===== config.mk =====
export PLATFORM = sky130hd
export DESIGN_NAME = hazard_fwd_unit
export DESIGN_NICKNAME = d
export VERILOG_FILES = /design/src/rtl/hazard_fwd_unit.sv
export SDC_FILE = /design/constraint.sdc
export NUM_CORES = 1
export LEC_CHECK = 0
export ABC_AREA = 0
export CORE_UTILIZATION = 46
export CTS_CLUSTER_DIAMETER = 100
export DETAILED_ROUTE_END_ITERATION = 7
export GPL_TIMING_DRIVEN = 0
export PLACE_DENSITY = 0.88
export SLEW_MARGIN = 40
export SYNTH_ARGS = -nofsm -noshare
export SYNTH_HDL_FRONTEND = slang
export SYNTH_HIERARCHICAL = 1
export SYNTH_SLANG_ARGS = --single-unit

===== constraint.sdc =====
create_clock -name Clock -period 6.58 [get_ports Clock]
set_clock_uncertainty 0.15 [all_clocks]
set_input_delay 0.987 -clock Clock [delete_from_list [all_inputs] [get_ports Clock]]
set_output_delay 0.987 -clock Clock [all_outputs]
set_load 0.01 [all_outputs]

===== src/rtl/hazard_fwd_unit.sv =====
// -----------------------------------------------------------------------------
// hazard_fwd_unit
//   Pipeline hazard detection and operand forwarding for an in-order core.
//   Tracks destination info for DEPTH post-ID stages (1=EXE, 2=MEM, 3=WB).
//   For each ID source operand it picks the youngest matching producer. When
//   that producer's result is ready, the unit forwards it. When the producer
//   is a load that has not yet reached LOAD_STAGE, the unit stalls instead.
//
// Ports
//   Clock, Resetn            : clock, asynchronous active-low reset
//   id_valid                 : ID holds a real instruction
//   id_rs, id_rt             : ID source register numbers
//   id_use_rs, id_use_rt     : ID instruction actually reads that source
//   id_rd, id_wreg, id_m2reg : ID destination / writes reg / is a load
//   flush                    : squash the ID instruction this cycle
//   stage_data               : stage k result on [k*XLEN-1 : (k-1)*XLEN]
//   rf_a, rf_b               : register-file read values
//   op_a, op_b               : resolved operands (combinational)
//   fwd_sel_a, fwd_sel_b     : 0 = register file, k = forwarded from stage k
//   stall                    : hold IF/ID and insert a bubble
//   stall_count, fwd_count   : saturating performance counters
// -----------------------------------------------------------------------------

// Per-source resolver: finds the youngest hit among the tracked stages and
// selects either the forwarded stage result or the register-file value.
module hfu_src_resolve #(
    parameter int XLEN       = 32,
    parameter int AW         = 5,
    parameter int DEPTH      = 3,
    parameter int LOAD_STAGE = 2,
    parameter int SW         = $clog2(DEPTH + 1)
) (
    input  logic [DEPTH:1]            v,
    input  logic [DEPTH:1]            wreg,
    input  logic [DEPTH:1]            m2reg,
    input  logic [DEPTH:1][AW-1:0]    rd,
    input  logic [DEPTH*XLEN-1:0]     stage_data,
    input  logic [AW-1:0]             src,
    input  logic                      use_src,
    input  logic [XLEN-1:0]           rf,
    output logic [XLEN-1:0]           op,
    output logic [SW-1:0]             sel,
    output logic                      not_ready
);

    logic            hit;
    logic [SW-1:0]   hit_k;
    logic            hit_load;
    logic [XLEN-1:0] hit_data;

    // Scan from oldest to youngest so the youngest (smallest k) match is the
    // last assignment and therefore wins. Register 0 never matches.
    always_comb begin
        hit      = 1'b0;
        hit_k    = '0;
        hit_load = 1'b0;
        hit_data = '0;
        for (int k = DEPTH; k >= 1; k--) begin
            if (v[k] && wreg[k] && (rd[k] == src) && (src != '0) && use_src) begin
                hit      = 1'b1;
                hit_k    = SW'(k);
                hit_load = m2reg[k] && (k < LOAD_STAGE);
                hit_data = stage_data[(k-1)*XLEN +: XLEN];
            end
        end
    end

    always_comb begin
        not_ready = hit && hit_load;
        if (hit && !hit_load) begin
            sel = hit_k;
            op  = hit_data;
        end else begin
            sel = '0;
            op  = rf;
        end
    end

endmodule

module hazard_fwd_unit #(
    parameter int XLEN       = 32,
    parameter int AW         = 5,
    parameter int DEPTH      = 3,
    parameter int LOAD_STAGE = 2,
    localparam int SW        = $clog2(DEPTH + 1)
) (
    input  logic                  Clock,
    input  logic                  Resetn,
    input  logic                  id_valid,
    input  logic [AW-1:0]         id_rs,
    input  logic [AW-1:0]         id_rt,
    input  logic                  id_use_rs,
    input  logic                  id_use_rt,
    input  logic [AW-1:0]         id_rd,
    input  logic                  id_wreg,
    input  logic                  id_m2reg,
    input  logic                  flush,
    input  logic [DEPTH*XLEN-1:0] stage_data,
    input  logic [XLEN-1:0]       rf_a,
    input  logic [XLEN-1:0]       rf_b,
    output logic [XLEN-1:0]       op_a,
    output logic [XLEN-1:0]       op_b,
    output logic [SW-1:0]         fwd_sel_a,
    output logic [SW-1:0]         fwd_sel_b,
    output logic                  stall,
    output logic [15:0]           stall_count,
    output logic [15:0]           fwd_count
);

    // Tracked producer info per post-ID stage, indexed 1..DEPTH
    logic [DEPTH:1]         v;
    logic [DEPTH:1]         wreg;
    logic [DEPTH:1]         m2reg;
    logic [DEPTH:1][AW-1:0] rd;

    logic nr_a, nr_b;
    logic id_live;
    logic issue;

    hfu_src_resolve #(
        .XLEN(XLEN), .AW(AW), .DEPTH(DEPTH), .LOAD_STAGE(LOAD_STAGE), .SW(SW)
    ) u_res_a (
        .v          (v),
        .wreg       (wreg),
        .m2reg      (m2reg),
        .rd         (rd),
        .stage_data (stage_data),
        .src        (id_rs),
        .use_src    (id_use_rs),
        .rf         (rf_a),
        .op         (op_a),
        .sel        (fwd_sel_a),
        .not_ready  (nr_a)
    );

    hfu_src_resolve #(
        .XLEN(XLEN), .AW(AW), .DEPTH(DEPTH), .LOAD_STAGE(LOAD_STAGE), .SW(SW)
    ) u_res_b (
        .v          (v),
        .wreg       (wreg),
        .m2reg      (m2reg),
        .rd         (rd),
        .stage_data (stage_data),
        .src        (id_rt),
        .use_src    (id_use_rt),
        .rf         (rf_b),
        .op         (op_b),
        .sel        (fwd_sel_b),
        .not_ready  (nr_b)
    );

    // A flushed ID instruction is dead: it neither stalls nor issues.
    assign id_live = id_valid && !flush;
    assign stall   = id_live && (nr_a || nr_b);
    assign issue   = id_live && !stall;

    // Stages keep advancing during a stall; stage 1 receives a bubble so the
    // held ID instruction re-evaluates against the moved-on producers.
    always_ff @(posedge Clock or negedge Resetn) begin
        if (!Resetn) begin
            v     <= '0;
            wreg  <= '0;
            m2reg <= '0;
            rd    <= '0;
        end else begin
            v[1]     <= issue;
            wreg[1]  <= id_wreg;
            m2reg[1] <= id_m2reg;
            rd[1]    <= id_rd;
            for (int k = 2; k <= DEPTH; k++) begin
                v[k]     <= v[k-1];
                wreg[k]  <= wreg[k-1];
                m2reg[k] <= m2reg[k-1];
                rd[k]    <= rd[k-1];
            end
        end
    end

    always_ff @(posedge Clock or negedge Resetn) begin
        if (!Resetn) begin
            stall_count <= '0;
            fwd_count   <= '0;
        end else begin
            if (stall && (stall_count != 16'hFFFF))
                stall_count <= stall_count + 16'd1;
            if (issue && ((fwd_sel_a != '0) || (fwd_sel_b != '0)) &&
                (fwd_count != 16'hFFFF))
                fwd_count <= fwd_count + 16'd1;
        end
    end

endmodule

==> key figures, run 1 <==
Outcome
  – Status: complete, no violations

Routing
  – Routed wire length: 23230 um
  – Vias: 6602
  – TritonRoute pass-1 iters: 5
  – DRC: 0
  – DRT iter0 DRCs: 494
  – Routed wire length per instance: 20.31 um
  – Vias per cell: 5.771
  – Detail Route Antenna Nets: 0

Pwr
  – VDD IR max: 0.0001775 V
  – Psw: 0.2771 mW
  – Share of total power in combinational logic: 35.4%
  – Int Pwr: 0.7385 mW
  – Clock power share: 30.1%
  – Pwr/cell area: 108.8 nW/um^2
  – Reg power frac: 34.4%
  – Leakage power: 3.746 nW
  – Switching Fraction: 27.28%

Timing
  – Crit share post-route: 81.37%
  – RSZ-0062 raised after global routing: no
  – Worst slew margin relative to its limit: 39.72%
  – Hold Vio Cnt, Final: 0
  – Final setup vio count: 0
  – Setup tns final: 0 ns
  – Final Critical Period: 5.354 ns
  – Max-slew violations: 0
  – FMAX: 0.1868 GHz
  – Worst Tran Pin Value: 0.9041 ns

Floorplan
  – Die width: 117.0 um
  – CORE AREA: 12770 um^2
  – Number of top-level pins: 284
  – Die Footprint: 13700 um^2
  – Initial core utilization: 47.66%
  – Site Rows: 41
  – Die Y: 117.0 um

Flow run
  – Max Cap Viol: 0

Worst setup path
  – CP Data Required Time: 5.44 ns
  – Worst Path Arrival: 4.22 ns
  – CP Class: primary input to output pin
  – Crit end category: output pin
  – Crit path launch type: primary input
  – Worst-path fanout max: 10

Global routing
  – Vias in the first global route: 6497
  – Pin count of the biggest net entering global routing: 32
  – Antenna violations before repair: 2
  – First-pass GRT wire length: 34690 um
  – Total global-route track usage: 33.06%
  – Grt ovf: 0

Clock tree
  – Clk sinks: 54
  – Setup repair bufs after CTS: 0
  – Max clock buf depth: 2
  – Post-CTS Hold Buffers: 0
  – Cts bufs inserted: 5
  – Clk slew on worst S/H paths: 0.07 ns
  – CTS tree: yes
  – CTS root buffer: clkbuf_16
  – Post-cts resize count: 0
  – Clock Latency Late Sink: 0.30 ns
  – H-tree lvl count: 2

Synthesis
  – Post-Syn Instances: 679
  – Mapped Avg Cell Area: 8.967 um^2
  – Ys Warns: 6
  – Post-synthesis instance area: 6088 um^2
  – Post-Syn Nets: 864

Placed design
  – HPWL after DPL: 17970 um
  – Port buffer count: 283
  – GPL Wtd Cong: 0.9257
  – Dpl cell area: 9154 um^2

Cells and area
  – Final instance area: 9338 um^2
  – Layout area overhead: 53.37%
  – Layout cells sized above 1: 12.36%
  – Util after Layout: 73.10%
  – NumNets Final: 1155

Hold path
  – Type of the most critical hold path: register to register
## layout by cell type (no fill, tap or decap), drive strengths merged
master,instances
o211ai,1
and3,13
and2,3
or3,1
o2bb2ai,64
bufinv,1
xor2,32
nand3,19
o221ai,64
nor4b,2
nor4,8
inv,72
buf,32
clkinv,1
clkbuf,31
mux2i,64
a21oi,2
and4,4
nor3b,1
clkdlybuf4s50,282
o21a,69
a31oi,3
ha,2
nand2,81
nor2,11
o21ai,4
xnor2,23
nor3,7
or4,3
dfrtp,54
or2,1
nor2b,2
mux2,4
nand4,10
diode,1
## stage by stage
stage | power (mW) | hold slack, ns | setup WS (ns) | instances
2_1_floorplan | 0.4989 | 0.2088 | 2.693 | 679
3_3_place_gp | 0.7067 | 0.2190 | 1.230 | 1134
3_5_place_dp | 0.7117 | 0.2207 | 1.253 | 1135
4_1_cts | 1.022 | 0.2380 | 1.212 | 1143
5_1_grt | 1.060 | 0.2515 | 0.9343 | 1144
6_report | 1.016 | 0.2395 | 1.226 | 1144
## sequential cells by signal, summed over array words and instances (netlist names)
register / cells
fwd_count: 16
stall_count: 16
rd: 15
v: 3
wreg: 3
m2reg: 1
## metal layers
metal	track usage [%]	vias to the layer above	wire length, um
li1	-	3084	-
met1	39.69	3107	9162
met2	57.32	337	11290
met3	6.128	74	1780
met4	15.53	0	995
met5	0	-	0
## path summary, 6_finish.rpt
check / startpoint / to / slack (ns) / cells past startpoint
worst max-delay path: id_rs[0] / stall / 1.23 / 9
worst min-delay path: v[1] / v[2] / 0.24 / 0
worst max register to register: rd[2] / fwd_count[10] / 3.22 / 11
worst min register to register: v[1] / v[2] / 0.24 / 0
max in group asynchronous: Resetn / wreg[3] / 5.40 / 2
min in group asynchronous: Resetn / fwd_count[7] / 0.43 / 1
## power by group through the flow
stage	combinational, mW	sequential [mW]	clock (mW)
after global placement	0.351	0.356	0
after detailed placement	0.356	0.356	0
after CTS	0.357	0.349	0.315
after global routing	0.383	0.351	0.326
after floorplan	0.144	0.355	0
final	0.360	0.350	0.306
## critical path, cell delays in order
cell and delay, ns:
clkdlybuf4s50_1 0.55, or4_1 0.53, o21a_1 0.23, nand3_1 0.25
clkbuf_1 0.47, nor2_1 0.20, o21ai_0 0.38, inv_1 0.13
clkdlybuf4s50_1 0.50
## layout make-up
cell class / instances / area [um^2]
antenna: 1 / 2.502
buffer: 56 / 322.8
clock buffer: 5 / 125.1
clock inverter: 3 / 47.55
fill: 985 / 3436
inverter: 71 / 266.5
multi-input combinational: 498 / 4156
sequential: 54 / 1351
tap: 172 / 215.2
timing repair buffer: 284 / 2850
Note: power is estimated with default switching activity, not from simulation.
==> run 2, diff against run 1 <==
--- a/config.mk
+++ b/config.mk
@@ -6,11 +6,11 @@
 export NUM_CORES = 1
 export LEC_CHECK = 0
 export ABC_AREA = 0
-export CORE_UTILIZATION = 46
+export CORE_UTILIZATION = 39
 export CTS_CLUSTER_DIAMETER = 100
 export DETAILED_ROUTE_END_ITERATION = 7
 export GPL_TIMING_DRIVEN = 0
-export PLACE_DENSITY = 0.88
+export PLACE_DENSITY = 0.79
 export SLEW_MARGIN = 40
 export SYNTH_ARGS = -nofsm -noshare
 export SYNTH_HDL_FRONTEND = slang
==> constraint.sdc (replaced) <==
create_clock -name Clock -period 4.9 [get_ports Clock]
set_clock_uncertainty 0.15 [all_clocks]
set_input_delay 0.735 -clock Clock [delete_from_list [all_inputs] [get_ports Clock]]
set_output_delay 0.735 -clock Clock [all_outputs]
set_load 0.01 [all_outputs]
==> key figures, run 2 (synthesis results as in run 1) <==
Cells and area
  – Fin cells: 1162 (+1.6%)
  – Layout cells sized above 1: 12.67% (+0.31 points)
  – Commonest non-fill, non-tap cell in the layout: clkdlybuf4s50_1
  – Most frequent cells in the layout: clkdlybuf4s50_1 (282), nand2_1 (81), inv_1 (71), o21a_1 (69)
  – NumNets Final: 1155 (unchanged)
  – Layout area overhead: 53.39% (about the same)
  – Largest regs: fwd_count (16), stall_count (16), rd (15)
  – Util after Layout: 61.43% (-12 points)
  – Filler cells: 1374 (+39%)

Worst setup path
  – Crit. Startpoint: id_rt[4]
  – Crit path largest cell delay: 0.67 ns (+0.12 ns)
  – CP Class: primary input to output pin
  – Worst-path fanout max: 10 (unchanged)
  – CP Data Required Time: 4.01 ns (-1.43 ns)
  – Slowest-stage cell, CP: nor4_2
  – Reg2reg start: rd[4]
  – Worst Path Arrival: 3.74 ns (-0.48 ns)
  – Crit-path most repeated cell: clkdlybuf4s50_1
  – Crit end category: output pin
  – Worst reg2reg setup slack: 1.47 ns (-1.75 ns)
  – Crit-path cells: clkdlybuf4s50_1, xor2_1, nor4_2, clkbuf_1, nand2_1, o221ai_2, o2bb2ai_1, clkdlybuf4s50_1
  – Crit path launch type: primary input

Routing
  – Vias: 6528 (-1.1%)
  – DRT iter0 DRCs: 329 (-33%)
  – DRC: 0 (unchanged)
  – TritonRoute pass-1 iters: 5 (unchanged)
  – Detail Route Antenna Nets: 0 (unchanged)
  – Routed wire length per instance: 20.06 um (-1.2%)
  – Routed wire length: 23310 um (+0.33%)
  – Vias per cell: 5.618 (-2.7%)

Pwr
  – Share of total power in combinational logic: 36.6% (+1.2 points)
  – VDD IR max: 0.0002967 V (+67%)
  – Switching Fraction: 28.36% (+1.1 points)
  – Int Pwr: 0.9433 mW (+28%)
  – Leakage power: 3.744 nW (about the same)
  – Psw: 0.3733 mW (+35%)
  – Pwr/cell area: 141.0 nW/um^2 (+30%)
  – Clock power share: 27.8% (-2.3 points)
  – Reg power frac: 35.6% (+1.2 points)

Floorplan
  – Number of top-level pins: 284 (unchanged)
  – Site Rows: 45 (+9.8%)
  – Die Y: 126.9 um (+8.5%)
  – Die Footprint: 16120 um^2 (+18%)
  – Die width: 126.9 um (+8.5%)
  – CORE AREA: 15200 um^2 (+19%)
  – Initial core utilization: 40.05% (-7.6 points)

Placed design
  – Dpl cells: 1151 (+1.4%)
  – GPL Wtd Cong: 0.9421 (+1.8%)
  – Port buffer count: 283 (unchanged)
  – HPWL after DPL: 18280 um (+1.7%)

Clock tree
  – Cts bufs inserted: 5 (unchanged)
  – Clk slew on worst S/H paths: 0.07 ns (about the same)
  – Clock Latency Late Sink: 0.29 ns (about the same)
  – CTS root buffer: clkbuf_16
  – Post-cts resize count: 1 (+1)
  – Setup repair bufs after CTS: 0 (unchanged)
  – Max clock buf depth: 2 (unchanged)
  – Clk sinks: 54 (unchanged)
  – H-tree lvl count: 2 (unchanged)
  – CTS tree: yes
  – Post-CTS Hold Buffers: 0 (unchanged)

Flow run
  – Max Cap Viol: 0 (unchanged)

Global routing
  – Total global-route track usage: 28.44% (-4.6 points)
  – Antenna violations before repair: 3 (+1)
  – Grt ovf: 0 (unchanged)
  – Pin count of the biggest net entering global routing: 31 (-3.1%)
  – Vias in the first global route: 6625 (+2.0%)
  – First-pass GRT wire length: 35780 um (+3.1%)

Timing
  – Final Critical Period: 4.623 ns
  – Final setup vio count: 0 (unchanged)
  – Setup tns final: 0 ns (unchanged)
  – Worst slew margin relative to its limit: 42.23% (+2.5 points)
  – Worst Tran Pin Value: 0.8666 ns (-0.03754 ns)
  – Hold Vio Cnt, Final: 0 (unchanged)
  – Max-slew violations: 0 (unchanged)
  – RSZ-0062 raised after global routing: no
  – Crit share post-route: 94.35%
  – FMAX: 0.2163 GHz

Hold path
  – Type of the most critical hold path: primary input to async pin

Outcome
  – Status: complete, no violations
run 2: cell types whose count changed in the layout (fill, tap and decap cells not counted):
cell       change
clkbuf_1       -3
clkbuf_2       +3
diode_2        +2
bufinv_16      -1
inv_8          +1
nor4_2         +1
nor4_4         -1
o21ai_0        -1
o21ai_1        +1
run 2: critical path, delay by kind of cell:
| kind | cells | cell delay (ns) |
|---|---|---|
| simple gates | 2 | 0.82 |
| compound gates | 2 | 0.36 |
| xor+xnor | 1 | 0.22 |
| buf+inv | 3 | 1.60 |
run 2: per-layer routing:
layer | up-vias | share of wire (%) | track usage, %
li1 | 3083 | - | -
met1 | 3081 | 40 | 33.60
met2 | 302 | 49 | 49.90
met3 | 62 | 7.8 | 5.863
met4 | 0 | 4.0 | 12.04
met5 | - | 0 | 0
run 2: area by class of cell:
| cell class | count | area (um^2) | area share, % |
|---|---|---|---|
| diodes | 3 | 7.507 | 0.08039 |
| inverters | 71 | 266.5 | 2.854 |
| clock buffers | 5 | 125.1 | 1.340 |
| plain buffers | 56 | 326.6 | 3.497 |
| flip-flops and latches | 54 | 1351 | 14.47 |
| repair buffers | 284 | 2850 | 30.52 |
| multi-input cells | 498 | 4148 | 44.41 |
| clock inverters | 3 | 28.78 | 0.3081 |
| well taps | 188 | 235.2 | 2.519 |
run 2: metrics by stage:
step / setup slack [ns] / cell area (um^2) / hold slack (ns) / total power, mW
floorplan: 1.265 / 6088 / 0.2088 / 0.6700
global placement: 0.02356 / 9156 / 0.2207 / 0.9520
detailed placement: -0.04752 / 9174 / 0.2206 / 0.9585
CTS: 0.004821 / 9329 / 0.1953 / 1.328
global route: 0.06648 / 9339 / 0.2054 / 1.379
finish: 0.2768 / 9339 / 0.1913 / 1.317
run 2: power groups by stage:
stage / sequential, mW / clock (mW) / combinational (mW)
final: 0.468 / 0.366 / 0.482
after global routing: 0.470 / 0.395 / 0.514
after CTS: 0.469 / 0.377 / 0.483
after detailed placement: 0.478 / 0 / 0.481
after global placement: 0.477 / 0 / 0.475
after floorplan: 0.477 / 0 / 0.193
run 2: path summary, 6_finish.rpt:
| check | end | cells after the start |
|---|---|---|
| worst min register to register | wreg[3] | 0 |
| worst max-delay path | op_b[16] | 8 |
| min in group Clock | wreg[3] | 0 |
| max in group asynchronous | v[1] | 2 |
| worst min-delay path | fwd_count[0] | 1 |
| worst max register to register | fwd_count[10] | 11 |
==> run 3, diff against run 2 <==
--- a/config.mk
+++ b/config.mk
@@ -11,7 +11,7 @@
 export DETAILED_ROUTE_END_ITERATION = 7
 export GPL_TIMING_DRIVEN = 0
 export PLACE_DENSITY = 0.79
-export SLEW_MARGIN = 40
+export RECOVER_POWER = 50
 export SYNTH_ARGS = -nofsm -noshare
 export SYNTH_HDL_FRONTEND = slang
 export SYNTH_HIERARCHICAL = 1
==> key figures, run 3 (synthesis results as in run 1) <==
Global routing
  – Grt ovf: 0 (unchanged)
  – Pin count of the biggest net entering global routing: 31 (unchanged)
  – Total global-route track usage: 28.34% (-0.093 points)
  – Antenna violations before repair: 5 (+2)
  – Vias in the first global route: 6640 (+0.23%)
  – First-pass GRT wire length: 35630 um (-0.42%)

Cells and area
  – Most frequent cells in the layout: clkdlybuf4s50_1 (246), nand2_1 (81), inv_1 (71), o21a_1 (69)
  – Multi-input gate area: 4148 um^2 (unchanged)
  – Largest regs: fwd_count (16), stall_count (16), rd (15)
  – NumNets Final: 1155 (unchanged)
  – Register area: 1351 um^2 (unchanged)
  – Layout area overhead: 53.08%
  – Layout cells sized above 1: 12.36% (-0.31 points)
  – Filler cells: 1376 (+0.15%)
  – Commonest non-fill, non-tap cell in the layout: clkdlybuf4s50_1

Routing
  – TritonRoute pass-1 iters: 5 (unchanged)
  – Routed wire length: 23430 um (+0.51%)
  – Routed wire length per instance: 20.14 um (+0.42%)
  – Vias: 6558 (+0.46%)
  – Vias per cell: 5.639 (+0.37%)
  – DRC: 0 (unchanged)
  – Detail Route Antenna Nets: 0 (unchanged)
  – DRT iter0 DRCs: 361 (+9.7%)

Timing
  – Final Critical Period: 4.653 ns (+0.02976 ns)
  – FMAX: 0.2149 GHz (-0.64%)
  – Worst slew margin relative to its limit: -0.8737% (-43 points)
  – Max-slew violations: 31 (+31)
  – Setup tns final: 0 ns (unchanged)
  – Crit share post-route: 94.96% (+0.61 points)
  – Worst Tran Pin Value: 1.513 ns (+0.6465 ns)
  – Final setup vio count: 0 (unchanged)
  – RSZ-0062 raised after global routing: no
  – Hold Vio Cnt, Final: 0 (unchanged)
  – Final setup margin: 0.2470 ns (-0.02976 ns)

Worst setup path
  – Worst R2R Path Depth: 11 (unchanged)
  – Crit path launch type: primary input
  – Crit. Startpoint: id_rt[4]
  – CP Class: primary input to output pin
  – Reg2reg start: rd[4]
  – Worst Path Arrival: 3.77 ns (+0.03 ns)
  – Worst-path fanout max: 10 (unchanged)
  – Crit end category: output pin
  – Worst Setup EP: op_b[16]
  – Worst reg2reg setup slack: 1.49 ns (+0.02 ns)
  – Worst r2r dst: fwd_count[10]
  – CP Data Required Time: 4.01 ns (about the same)

Pwr
  – VDD IR max: 0.0002956 V (-0.37%)
  – Pwr/cell area: 140.7 nW/um^2 (-0.22%)
  – Leakage power: 3.821 nW (+2.1%)

Floorplan
  – Die Y: 126.9 um (unchanged)
  – Die Footprint: 16120 um^2 (unchanged)
  – Number of top-level pins: 284 (unchanged)
  – Die width: 126.9 um (unchanged)
  – CORE AREA: 15200 um^2 (unchanged)
  – Initial core utilization: 40.05% (unchanged)
  – Site Rows: 45 (unchanged)

Hold path
  – Type of the most critical hold path: register to register
  – Hold Path Origin: wreg[2]

Clock tree
  – Clock Latency Late Sink: 0.29 ns (about the same)
  – Clk slew on worst S/H paths: 0.07 ns (about the same)
  – CTS tree: yes
  – Max clock buf depth: 2 (unchanged)
  – Clk sinks: 54 (unchanged)
  – Cts bufs inserted: 5 (unchanged)
  – H-tree lvl count: 2 (unchanged)
  – Setup repair bufs after CTS: 0 (unchanged)
  – CTS root buffer: clkbuf_16

Placed design
  – Port buffer count: 283 (unchanged)
  – HPWL after DPL: 18250 um (-0.16%)
  – Post-Place Worst Slack: -0.03540 ns (+0.01212 ns)
  – GPL Wtd Cong: 0.9421 (unchanged)

Outcome
  – Status: complete, but fails checks
  – Failing checks: max-capacitance violations, max-slew violations

Flow run
  – Max Cap Viol: 1 (+1)
[run 3: what timing repair did]
item | 4_1_cts | 5_1_grt
hold buffers | 0 | 0
gates resized for setup | 1 | 3
endpoints found under the setup margin | 1 | 1
[run 3: critical path: stages]
cell and delay [ns]:
clkdlybuf4s50_1 0.53, or4_1 0.54, o21a_1 0.25, nand3_1 0.27
clkbuf_1 0.47, o21a_1 0.23, o2bb2ai_1 0.16, clkdlybuf4s50_1 0.58
[run 3: stage by stage]
| stage | utilization, % | hold WS (ns) | cells | power (mW) | cell area, um^2 |
|---|---|---|---|---|---|
| 6_report | 61.31 | 0.2366 | 1163 | 1.311 | 9320 |
| 5_1_grt | 61.31 | 0.2562 | 1163 | 1.372 | 9320 |
| 4_1_cts | 61.35 | 0.2383 | 1159 | 1.328 | 9326 |
| 3_5_place_dp | 60.33 | 0.2206 | 1151 | 0.9583 | 9171 |
| 3_3_place_gp | 60.23 | 0.2207 | 1150 | 0.9520 | 9156 |
| 2_1_floorplan | - | 0.2088 | 679 | 0.6700 | 6088 |
[run 3: routing by layer]
layer | share of wire (%) | up-vias | track usage [%]
met1 | 40 | 3128 | 33.60
met3 | 7.5 | 48 | 4.808
met5 | 0 | - | 0
li1 | - | 3083 | -
met2 | 50 | 299 | 50.74
met4 | 3.1 | 0 | 11.27
[run 3: layout make-up]
type / count / share of cell area [%]
Buffer: 56 / 3.490
Multi-Input combinational cell: 498 / 44.50
Clock buffer: 5 / 1.342
Antenna cell: 4 / 0.1074
Inverter: 71 / 2.859
Clock inverter: 3 / 0.3088
Sequential cell: 54 / 14.50
Timing Repair Buffer: 284 / 30.37
Tap cell: 188 / 2.524
[run 3: how the worst min path moves through the flow]
stage               to  cells after the start  slack [ns]
2_1_floorplan  wreg[2]                      0        0.21
3_3_place_gp      v[2]                      0        0.22
3_5_place_dp   wreg[3]                      0        0.22
4_1_cts        wreg[3]                      0        0.24
5_1_grt        wreg[2]                      0        0.26
6_report       wreg[3]                      0        0.24
[run 3: power breakdown]
part	total (mW)	switching, mW	internal, mW
Sequential	0.468	0.0111	0.457
Clock	0.364	0.168	0.196
Combinational	0.479	0.193	0.286
Total	1.31	0.372	0.939
